**src/rtl/slip_bus_pkg.sv**
```systemverilog
// Shared types and constants for the external memory-bus cycle sequencer.
// Optional feature macro: SLIP_BUS_TURNAROUND_EN (adds the TURN state).
package slip_bus_pkg;

  // Width of the wait-state counter; WAIT_STATES must fit in it (0..15).
  localparam int CTR_W = 4;

  // Pad bank data width and default external address width.
  localparam int DATA_W     = 8;
  localparam int ADDR_W_DEF = 20;

  // Bus cycle phases. TURN is only reachable when SLIP_BUS_TURNAROUND_EN is defined.
  typedef enum logic [2:0] {
    IDLE   = 3'd0,
    SETUP  = 3'd1,
    STROBE = 3'd2,
    SAMPLE = 3'd3,
    HOLD   = 3'd4,
    TURN   = 3'd5
  } state_t;

endpackage

```
**src/rtl/slip_bus_cycle_ctrl_if.sv**
```systemverilog
// Bundle of request-side, memory-strobe and pad-bank signals of the bus
// cycle sequencer. The slave modport is the sequencer's own view; the master
// modport is the view of whatever drives requests and models the pads.
//
// Request handshake: a request is taken on a rising clock edge where req=1
// and busy=0. we/addr/wdata are sampled on that same edge. While busy=1, req
// is ignored (nothing is queued). Completion is a single-cycle ack pulse.
interface slip_bus_cycle_ctrl_if #(
  parameter int ADDR_W = slip_bus_pkg::ADDR_W_DEF
);
  import slip_bus_pkg::*;

  logic                req;
  logic                we;
  logic [ADDR_W-1:0]   addr;
  logic [DATA_W-1:0]   wdata;
  logic                busy;
  logic                ack;
  logic [DATA_W-1:0]   rdata;
  logic [ADDR_W-1:0]   mem_addr;
  logic                mem_cs_n;
  logic                mem_oe_n;
  logic                mem_we_n;
  logic [DATA_W-1:0]   pad_a;
  logic                pad_en_n;
  logic                pad_tn;
  logic [DATA_W-1:0]   pad_zi;
  state_t              state;   // debug view of the sequencer FSM

  modport slave (
    input  req, we, addr, wdata, pad_zi,
    output busy, ack, rdata, mem_addr, mem_cs_n, mem_oe_n, mem_we_n,
           pad_a, pad_en_n, pad_tn, state
  );

  modport master (
    output req, we, addr, wdata, pad_zi,
    input  busy, ack, rdata, mem_addr, mem_cs_n, mem_oe_n, mem_we_n,
           pad_a, pad_en_n, pad_tn, state
  );

endinterface

```
**src/rtl/slip_bus_wait_ctr.sv**
```systemverilog
// Loadable down-counter that times the STROBE phase; zero marks the last
// strobe cycle.
module slip_bus_wait_ctr
  import slip_bus_pkg::*;
(
  input  logic             clk,
  input  logic             rst_n,
  input  logic             load,
  input  logic [CTR_W-1:0] load_val,
  input  logic             dec,
  output logic             zero
);

  logic [CTR_W-1:0] count;

  // Load takes priority over decrement; the counter never wraps because the
  // controller stops decrementing once zero is reached.
  always_ff @(posedge clk or negedge rst_n) begin
    if (!rst_n) begin
      count <= '0;
    end else if (load) begin
      count <= load_val;
    end else if (dec) begin
      count <= count - 1'b1;
    end
  end

  assign zero = (count == '0);

endmodule

```
**src/rtl/slip_bus_cycle_ctrl.sv**
```systemverilog
// External memory-bus cycle sequencer driving an 8-bit bidirectional pad bank.
// Turns single-beat read/write requests into CS/OE/WE strobe sequences with
// WAIT_STATES extra strobe cycles, drives the pad value/enable, and captures
// read data from the pads' registered, inverted input.
// Optional feature macro: SLIP_BUS_TURNAROUND_EN inserts a dead TURN cycle
// after every read so the pads are never driven right after the bus released.
module slip_bus_cycle_ctrl
  import slip_bus_pkg::*;
#(
  parameter int ADDR_W      = ADDR_W_DEF,
  parameter int WAIT_STATES = 2
) (
  input  logic                  MasterClock,
  input  logic                  nReset,
  slip_bus_cycle_ctrl_if.slave  bus
);

  localparam logic [CTR_W-1:0] WS_LOAD = CTR_W'(WAIT_STATES);

  state_t              state;
  state_t              state_nx;

  logic                we_q;
  logic [DATA_W-1:0]   wdata_q;
  logic [ADDR_W-1:0]   addr_q;

  logic                accept;
  logic                we_nx;
  logic [DATA_W-1:0]   wdata_nx;
  logic                ctr_zero;
  logic                ctr_dec;

  // Registered outputs and their next values.
  logic                busy_q,   busy_d;
  logic                ack_q,    ack_d;
  logic                cs_n_q,   cs_n_d;
  logic                oe_n_q,   oe_n_d;
  logic                we_n_q,   we_n_d;
  logic                en_n_q,   en_n_d;
  logic [DATA_W-1:0]   pad_a_q,  pad_a_d;
  logic [DATA_W-1:0]   rdata_q;

  assign accept  = (state == IDLE) && bus.req;
  assign ctr_dec = (state == STROBE) && !ctr_zero;

  slip_bus_wait_ctr u_wait_ctr (
    .clk      (MasterClock),
    .rst_n    (nReset),
    .load     (accept),
    .load_val (WS_LOAD),
    .dec      (ctr_dec),
    .zero     (ctr_zero)
  );

  // State register.
  always_ff @(posedge MasterClock or negedge nReset) begin
    if (!nReset) begin
      state <= IDLE;
    end else begin
      state <= state_nx;
    end
  end

  // Request latch: direction, address and write data held for the whole cycle.
  always_ff @(posedge MasterClock or negedge nReset) begin
    if (!nReset) begin
      we_q    <= 1'b0;
      wdata_q <= '0;
      addr_q  <= '0;
    end else if (accept) begin
      we_q    <= bus.we;
      wdata_q <= bus.wdata;
      addr_q  <= bus.addr;
    end
  end

  // Next-state decode.
  always_comb begin
    state_nx = state;
    case (state)
      IDLE:    if (bus.req) state_nx = SETUP;
      SETUP:   state_nx = STROBE;
      STROBE:  if (ctr_zero) state_nx = we_q ? HOLD : SAMPLE;
      SAMPLE:  state_nx = HOLD;
`ifdef SLIP_BUS_TURNAROUND_EN
      HOLD:    state_nx = we_q ? IDLE : TURN;
      TURN:    state_nx = IDLE;
`else
      HOLD:    state_nx = IDLE;
`endif
      default: state_nx = IDLE;
    endcase
  end

  // Output decode from the state being entered, so every output is a flop
  // whose value during a cycle reflects that cycle's state. On the accepting
  // edge the latch has not updated yet, so the live request fields are used.
  always_comb begin
    we_nx    = accept ? bus.we    : we_q;
    wdata_nx = accept ? bus.wdata : wdata_q;

    busy_d  = (state_nx != IDLE);
    ack_d   = (state_nx == HOLD);
    cs_n_d  = !(state_nx inside {SETUP, STROBE, SAMPLE, HOLD});
    oe_n_d  = !(!we_nx && (state_nx inside {SETUP, STROBE, SAMPLE}));
    we_n_d  = !(we_nx && (state_nx == STROBE));
    en_n_d  = !(we_nx && (state_nx inside {SETUP, STROBE, HOLD}));
    pad_a_d = pad_a_q;
    if (!en_n_d) begin
      pad_a_d = wdata_nx;
    end
  end

  // Output registers; reset leaves every strobe and the pad drive inactive.
  always_ff @(posedge MasterClock or negedge nReset) begin
    if (!nReset) begin
      busy_q  <= 1'b0;
      ack_q   <= 1'b0;
      cs_n_q  <= 1'b1;
      oe_n_q  <= 1'b1;
      we_n_q  <= 1'b1;
      en_n_q  <= 1'b1;
      pad_a_q <= '0;
    end else begin
      busy_q  <= busy_d;
      ack_q   <= ack_d;
      cs_n_q  <= cs_n_d;
      oe_n_q  <= oe_n_d;
      we_n_q  <= we_n_d;
      en_n_q  <= en_n_d;
      pad_a_q <= pad_a_d;
    end
  end

  // Read capture at the end of SAMPLE; the pad input flop inverts and delays
  // the pin by one cycle, which the extra SAMPLE cycle absorbs.
  always_ff @(posedge MasterClock or negedge nReset) begin
    if (!nReset) begin
      rdata_q <= '0;
    end else if (state == SAMPLE) begin
      rdata_q <= ~bus.pad_zi;
    end
  end

  assign bus.busy     = busy_q;
  assign bus.ack      = ack_q;
  assign bus.rdata    = rdata_q;
  assign bus.mem_addr = addr_q;
  assign bus.mem_cs_n = cs_n_q;
  assign bus.mem_oe_n = oe_n_q;
  assign bus.mem_we_n = we_n_q;
  assign bus.pad_a    = pad_a_q;
  assign bus.pad_en_n = en_n_q;
  assign bus.pad_tn   = 1'b1;
  assign bus.state    = state;

  // Output enable and write enable are mutually exclusive on the bus.
  a_oe_we_excl : assert property (@(posedge MasterClock) disable iff (!nReset)
    !(!oe_n_q && !we_n_q));

  // The pads never drive while the memory is driving the bus.
  a_en_oe_excl : assert property (@(posedge MasterClock) disable iff (!nReset)
    !(!en_n_q && !oe_n_q));

endmodule
```
**src/flat_wrapper.sv**
```systemverilog
// flat-port wrapper written by rule: the top's interface ports become plain ports
module slip_bus_cycle_ctrl_flat import slip_bus_pkg::*;
#(
  parameter int ADDR_W      = ADDR_W_DEF,
  parameter int WAIT_STATES = 2
)
  (MasterClock, nReset, bus_req, bus_we, bus_addr, bus_wdata, bus_pad_zi, bus_busy, bus_ack, bus_rdata, bus_mem_addr, bus_mem_cs_n, bus_mem_oe_n, bus_mem_we_n, bus_pad_a, bus_pad_en_n, bus_pad_tn, bus_state);
  slip_bus_cycle_ctrl_if #(.ADDR_W(ADDR_W)) bus_i ();
  input  logic MasterClock;
  input  logic nReset;
  input wire logic [$bits(bus_i.req)-1:0] bus_req;
  input wire logic [$bits(bus_i.we)-1:0] bus_we;
  input wire logic [$bits(bus_i.addr)-1:0] bus_addr;
  input wire logic [$bits(bus_i.wdata)-1:0] bus_wdata;
  input wire logic [$bits(bus_i.pad_zi)-1:0] bus_pad_zi;
  output wire logic [$bits(bus_i.busy)-1:0] bus_busy;
  output wire logic [$bits(bus_i.ack)-1:0] bus_ack;
  output wire logic [$bits(bus_i.rdata)-1:0] bus_rdata;
  output wire logic [$bits(bus_i.mem_addr)-1:0] bus_mem_addr;
  output wire logic [$bits(bus_i.mem_cs_n)-1:0] bus_mem_cs_n;
  output wire logic [$bits(bus_i.mem_oe_n)-1:0] bus_mem_oe_n;
  output wire logic [$bits(bus_i.mem_we_n)-1:0] bus_mem_we_n;
  output wire logic [$bits(bus_i.pad_a)-1:0] bus_pad_a;
  output wire logic [$bits(bus_i.pad_en_n)-1:0] bus_pad_en_n;
  output wire logic [$bits(bus_i.pad_tn)-1:0] bus_pad_tn;
  output wire logic [$bits(bus_i.state)-1:0] bus_state;
  assign bus_i.req = bus_req;
  assign bus_i.we = bus_we;
  assign bus_i.addr = bus_addr;
  assign bus_i.wdata = bus_wdata;
  assign bus_i.pad_zi = bus_pad_zi;
  assign bus_busy = bus_i.busy;
  assign bus_ack = bus_i.ack;
  assign bus_rdata = bus_i.rdata;
  assign bus_mem_addr = bus_i.mem_addr;
  assign bus_mem_cs_n = bus_i.mem_cs_n;
  assign bus_mem_oe_n = bus_i.mem_oe_n;
  assign bus_mem_we_n = bus_i.mem_we_n;
  assign bus_pad_a = bus_i.pad_a;
  assign bus_pad_en_n = bus_i.pad_en_n;
  assign bus_pad_tn = bus_i.pad_tn;
  assign bus_state = bus_i.state;
  slip_bus_cycle_ctrl #(.ADDR_W(ADDR_W), .WAIT_STATES(WAIT_STATES)) u_core (.MasterClock(MasterClock), .nReset(nReset), .bus(bus_i));
endmodule
```
**config.mk**
```make
export PLATFORM = sky130hd
export DESIGN_NAME = slip_bus_cycle_ctrl_flat
export DESIGN_NICKNAME = d
export VERILOG_FILES = /design/src/rtl/slip_bus_pkg.sv /design/src/rtl/slip_bus_cycle_ctrl_if.sv /design/src/rtl/slip_bus_wait_ctr.sv /design/src/rtl/slip_bus_cycle_ctrl.sv /design/src/flat_wrapper.sv
export SDC_FILE = /design/constraint.sdc
export NUM_CORES = 1
export LEC_CHECK = 0
export ABC_AREA = 0
export BUFFER_PORTS_ARGS = -buffer_cell sky130_fd_sc_hd__buf_2
export CORE_UTILIZATION = 49
export DETAILED_ROUTE_END_ITERATION = 7
export PLACE_DENSITY = 0.79
export SLEW_MARGIN = 10
export SYNTH_ARGS = -nofsm -noshare
export SYNTH_HDL_FRONTEND = slang
export SYNTH_SLANG_ARGS = --single-unit
```
**constraint.sdc**
```tcl
create_clock -name MasterClock -period 2.25 [get_ports MasterClock]
set_clock_uncertainty 0.1 [all_clocks]
set_input_delay 0.225 -clock MasterClock [delete_from_list [all_inputs] [get_ports MasterClock]]
set_output_delay 0.225 -clock MasterClock [all_outputs]
set_load 0.01 [all_outputs]
```
* Word level (Yosys, flattened, before mapping)
Index checks and enable logic that the tools add are counted.
** Cells by class
- Add/sub/neg operators :: 1
- Equal/unequal tests :: 7
- Multiplexer cells :: 8
- Bitwise logic cells :: 1
- Reduce and logical (&&, ||, !) cells :: 18
** Operators with widths (number)
- $eq 3x2->1 const B :: 4
- $pmux 3 s4 :: 1
- $mux 3 :: 3
- $reduce_bool 3->1 :: 3
- $mux 4 :: 2
- $mux 8 :: 1
- $not 8->8 :: 1
- $eq 3x1->1 const B :: 2
- $logic_not 1->1 :: 6
- $logic_and 1x1->1 :: 5
- $logic_not 4->1 :: 1
- $reduce_bool 4->1 :: 1
- $sub 4x1->4 const B :: 1
- $eq 3x3->1 const B :: 1
- $logic_not 3->1 :: 1
- $reduce_bool 2->1 :: 1
- $mux 1 :: 1
** Storage, ports and cells
- Flip-flop bits (word level) :: 58
- Input port bits :: 40
- Logic and storage cells :: 48

* Logic depth before layout (Yosys ltp)
- Depth in word-level cells :: 7
- Mapped depth :: 6
- Mapped depth without buffers :: 5

* Cells and area by module
A second synthesis with hierarchy kept.
** Unflattened totals
- Cells, all modules :: 161
- Area total of the unflattened synthesis :: 2428.6 µm²
** By module, submodules not included
- slip_bus_cycle_ctrl :: instances 1, cells each 140, area each 2198.4 µm², sequential area each 1356.3 µm²
- slip_bus_wait_ctr :: instances 1, cells each 21, area each 230.2 µm², sequential area each 100.1 µm²

* Worst setup path after synthesis
Ideal clock, no wire load.
- Path kind :: register to register
- From :: register u_core.state[2], in the netlist u_core.bus.state[2]
- To :: register u_core.pad_a_q[6], in the netlist u_core.bus.pad_a[6]
- Setup time :: 0.125 ns
- Arrival time :: 1.629 ns
- Required time :: 2.025 ns
- Setup slack :: 0.396 ns
- Stages on the path, launching flop included :: 6
- Path buffers :: 2
- Period minus slack after synthesis :: 1.854 ns
- Path through :: dfrtp_1 -> buf_4 -> nor4b_4 -> buf_4 -> mux2_2 -> mux2_4
** Between the ends
- Elaborated cells between the ends (all ways) :: 15
** RTL lines
- start: declaration :: line slip_bus_cycle_ctrl.sv:20 : state_t state;
- start signal: assignment :: line slip_bus_cycle_ctrl.sv:60 : state <= state_nx;
- $logic_not 3->1 :: line slip_bus_cycle_ctrl.sv:43 : assign accept = (state == IDLE) && bus.req;
- $logic_and 1x1->1 :: line slip_bus_cycle_ctrl.sv:43
- $mux 8
- named net u_core.wdata_nx[6] :: line slip_bus_cycle_ctrl.sv:29 : logic [DATA_W-1:0] wdata_nx;
- end signal: assignment :: line slip_bus_cycle_ctrl.sv:131 : pad_a_q <= pad_a_d;
- end: declaration :: line slip_bus_cycle_ctrl.sv:40 : logic [DATA_W-1:0] pad_a_q, pad_a_d;
The timed path passes the listed nets, and every way through them passes these cells.
A chain may end at the register's enable or synchronous reset.

* Worst setup path in the final report
- From :: register u_core.state[0], in the netlist u_core.bus.state[0]
- To :: register u_core.pad_a_q[4], in the netlist u_core.bus.pad_a[4]
The elaborated chain is that of the path after synthesis.

==> results.ini <==
[place]
placed_cell_area_sq_mm = 0.00279
post-place-ws_ns = 0.350
gp_congestion = 0.798
hpwl_microns = 3040
dp_cells = 331
io_buffers = 84

[cts]
clk_latency_ns = 0.32
htreeDepth = 3
clkSinkCount = 58
cts_max_path_buffers = 2
cts_root_buffer = clkbuf_8
cts_tree = built
cts_inserted_buffers = 9
ctsResizeCount = 0
clk_pin_slew_ns = 0.06

[critical_path]
worstReg2RegStart = u_core.bus.state[0]
cp-end-kind = flop
timing.rr.end = u_core.bus.pad_a[4]
critPathRequiredTime_ns = 2.35
rr_worst_depth = 4
start_kind = flop
r2r_setup_slack_ns = 0.36
path_max_fanout = 12
worstSetupPathType = reg -> reg
critPathArrivalTime_ns = 1.99

[floorplan]
core_sq_mm = 0.00450
die_w_microns = 71.4
rows = 24
start_util_pct = 52.4
die_h_microns = 71.4
die-area_sq_mm = 0.00510
io_pins = 86

[timing]
finalSetupViolCount = 0
fin_tns_setup_ns = 0
whs_ns = 0.00737
hold_viol_final = 0
fmax_mhz = 530
rsz0062_at_grt = false
min_period_over_period_pct = 83.9
slew_viol_final = 0
final.setup.worst_slack_ns = 0.363
fin_crit_ns = 1.89

[route]
num_vias = 1828
drt-pass1-iter-count = 6
drc = 11
totalWireLength_microns = 5060
route.antenna.remaining_nets = 0
drt_iter0_markers = 110
wl_per_cell_microns = 13.6
via_per_inst = 4.90

[cells_and_area]
syn_to_final_growth_pct = 38.2
final_util_pct = 72.4
drive_gt1_share_pct = 38.0
final_cell_count_no_fill = 373
n_antenna_cell = 0
fin_nets = 358
fin_area_sq_mm = 0.00326

[flow_run]
maxCapViolCount = 0

[synth]
synth-main-ff-cell = dfrtp_1
async_flop_share_pct = 100
synthTopCellsByCount = nand2_1 (68), dfrtp_1 (54), o21ai_0 (12)
syn_inst = 203
synth_seq_cells = 58
yosys.area.top_type = dfrtp_1
ys_warn_count = 0
synthMostInstantiatedCell = nand2_1
synth_fp_nets = 244
syn_area_sq_mm = 0.00236
avgSynthCellArea_sq_um = 11.6
netlist_top_cells_area = dfrtp_1 (57%), nand2_1 (11%), mux2_4 (5.1%), dfstp_2 (4.5%), o21ai_0 (2.5%)
yosysUniqueCellTypes = 33
synth_edf_count = 0
synth_top_area_share_pct = 57.3
synth-seq-area-share_pct = 61.7

[run_status]
status = finished with violations
violations = design-rule violations

[grt]
grt-busiest-layer = met2
antenna_found_initial = 0
overflow = 0
met2_usage_pct = 35.2
grt_max_degree = 40
grt_pass1_vias = 1808
grt_use_total_pct = 21.8
grt_pass1_wl_microns = 8330
gr-usage-met1_pct = 27.0
grt_use_met3_pct = 7.17

[min_path]
hold_start = bus_addr[8]
min_path_cells = 3
holdPathEnd = u_core.bus.mem_addr[8]
hp-class = in -> reg

[power_and_ir_drop]
p_leak_nw = 1.71
p_per_area_mw_per_mm2 = 1450
finalPower_mw = 4.72
peakVddDrop_mv = 0.814

==> how the worst max path moves through the flow <==
stage	from	to	slack (ns)
2_1_floorplan	u_core.bus.state[2]	u_core.bus.pad_a[6]	0.40
3_3_place_gp	u_core.bus.state[0]	u_core.bus.pad_a[6]	0.41
3_5_place_dp	u_core.bus.state[0]	u_core.bus.pad_a[4]	0.35
4_1_cts	u_core.bus.state[0]	u_core.bus.pad_a[4]	0.35
5_1_grt	u_core.bus.state[1]	u_core.bus.pad_a[4]	0.30
6_report	u_core.bus.state[0]	u_core.bus.pad_a[4]	0.36
==> report_power, final <==
group / total [mW] / internal (mW) / switching [mW]
Sequential: 1.89 / 1.57 / 0.314
Combinational: 1.87 / 0.899 / 0.972
Clock: 0.966 / 0.595 / 0.371
==> cells in the final DEF, fill, tap and decap left out, types with 2 or more instances in the layout <==
cell	count
mux2_4	8
buf_4	2
nor3b_1	4
dfstp_2	4
mux2_2	3
clkbuf_8	12
inv_1	5
dfrtp_1	54
nor3_1	2
nand2_2	2
buf_2	84
mux2_1	5
mux2i_1	3
nand2_1	68
dlygate4sd3_1	27
nor2_1	2
nand3_1	4
nand2b_1	2
o21ai_0	12
==> metal layers <==
metal | part of all wire, % | up-vias
met2 | 47 | 98
met3 | 9.6 | 6
met4 | 1.0 | 0
li1 | - | 891
met1 | 43 | 833
met5 | 0 | -
==> registers in the layout, indices dropped and copies added, names as in the netlist, 3 cells and up <==
signal	count
u_core.bus.mem_addr	20
u_core.bus.state	3
u_core.bus.pad_a	8
u_core.bus.rdata	8
u_core.u_wait_ctr.count	4
u_core.wdata_q	8
==> cell type report <==
cell class	instances	area, sq um
Tap cell	52	65.1
Fill cell	308	1240
Clock buffer	13	169
Clock inverter	2	35.0
Timing Repair Buffer	114	726
Multi-Input combinational cell	129	792
Inverter	5	18.8
Sequential cell	58	1460
==> cell families (layout without fill, tap and decap cells) <==
family                   Yosys count  count (layout)  synth area share (%)
other                              1               1                 0.159
adder cells (fa/ha/maj)            1               1                 0.530
flip-flops                        58              58                  61.7
AND/OR/NAND/NOR                   91              91                  18.3
multiplexers                      19              19                  10.2
AO/OA/AOI/OAI                     17              17                  4.40
buffers and inverters             16             134                  4.72
==> critical path, cell delays in order (launching register included) <==
cell     delay [ns]
dfrtp_1        0.50
nor4b_4        0.31
buf_4          0.24
mux2_1         0.36
mux2_4         0.26
==> what timing repair did <==
| action | CTS | global route |
|---|---|---|
| hold endpoints to repair | 44 | 1 |
| setup buffers | 0 | 0 |
| hold buffers | 26 | 1 |
Note: power is estimated with default switching activity, not from simulation.
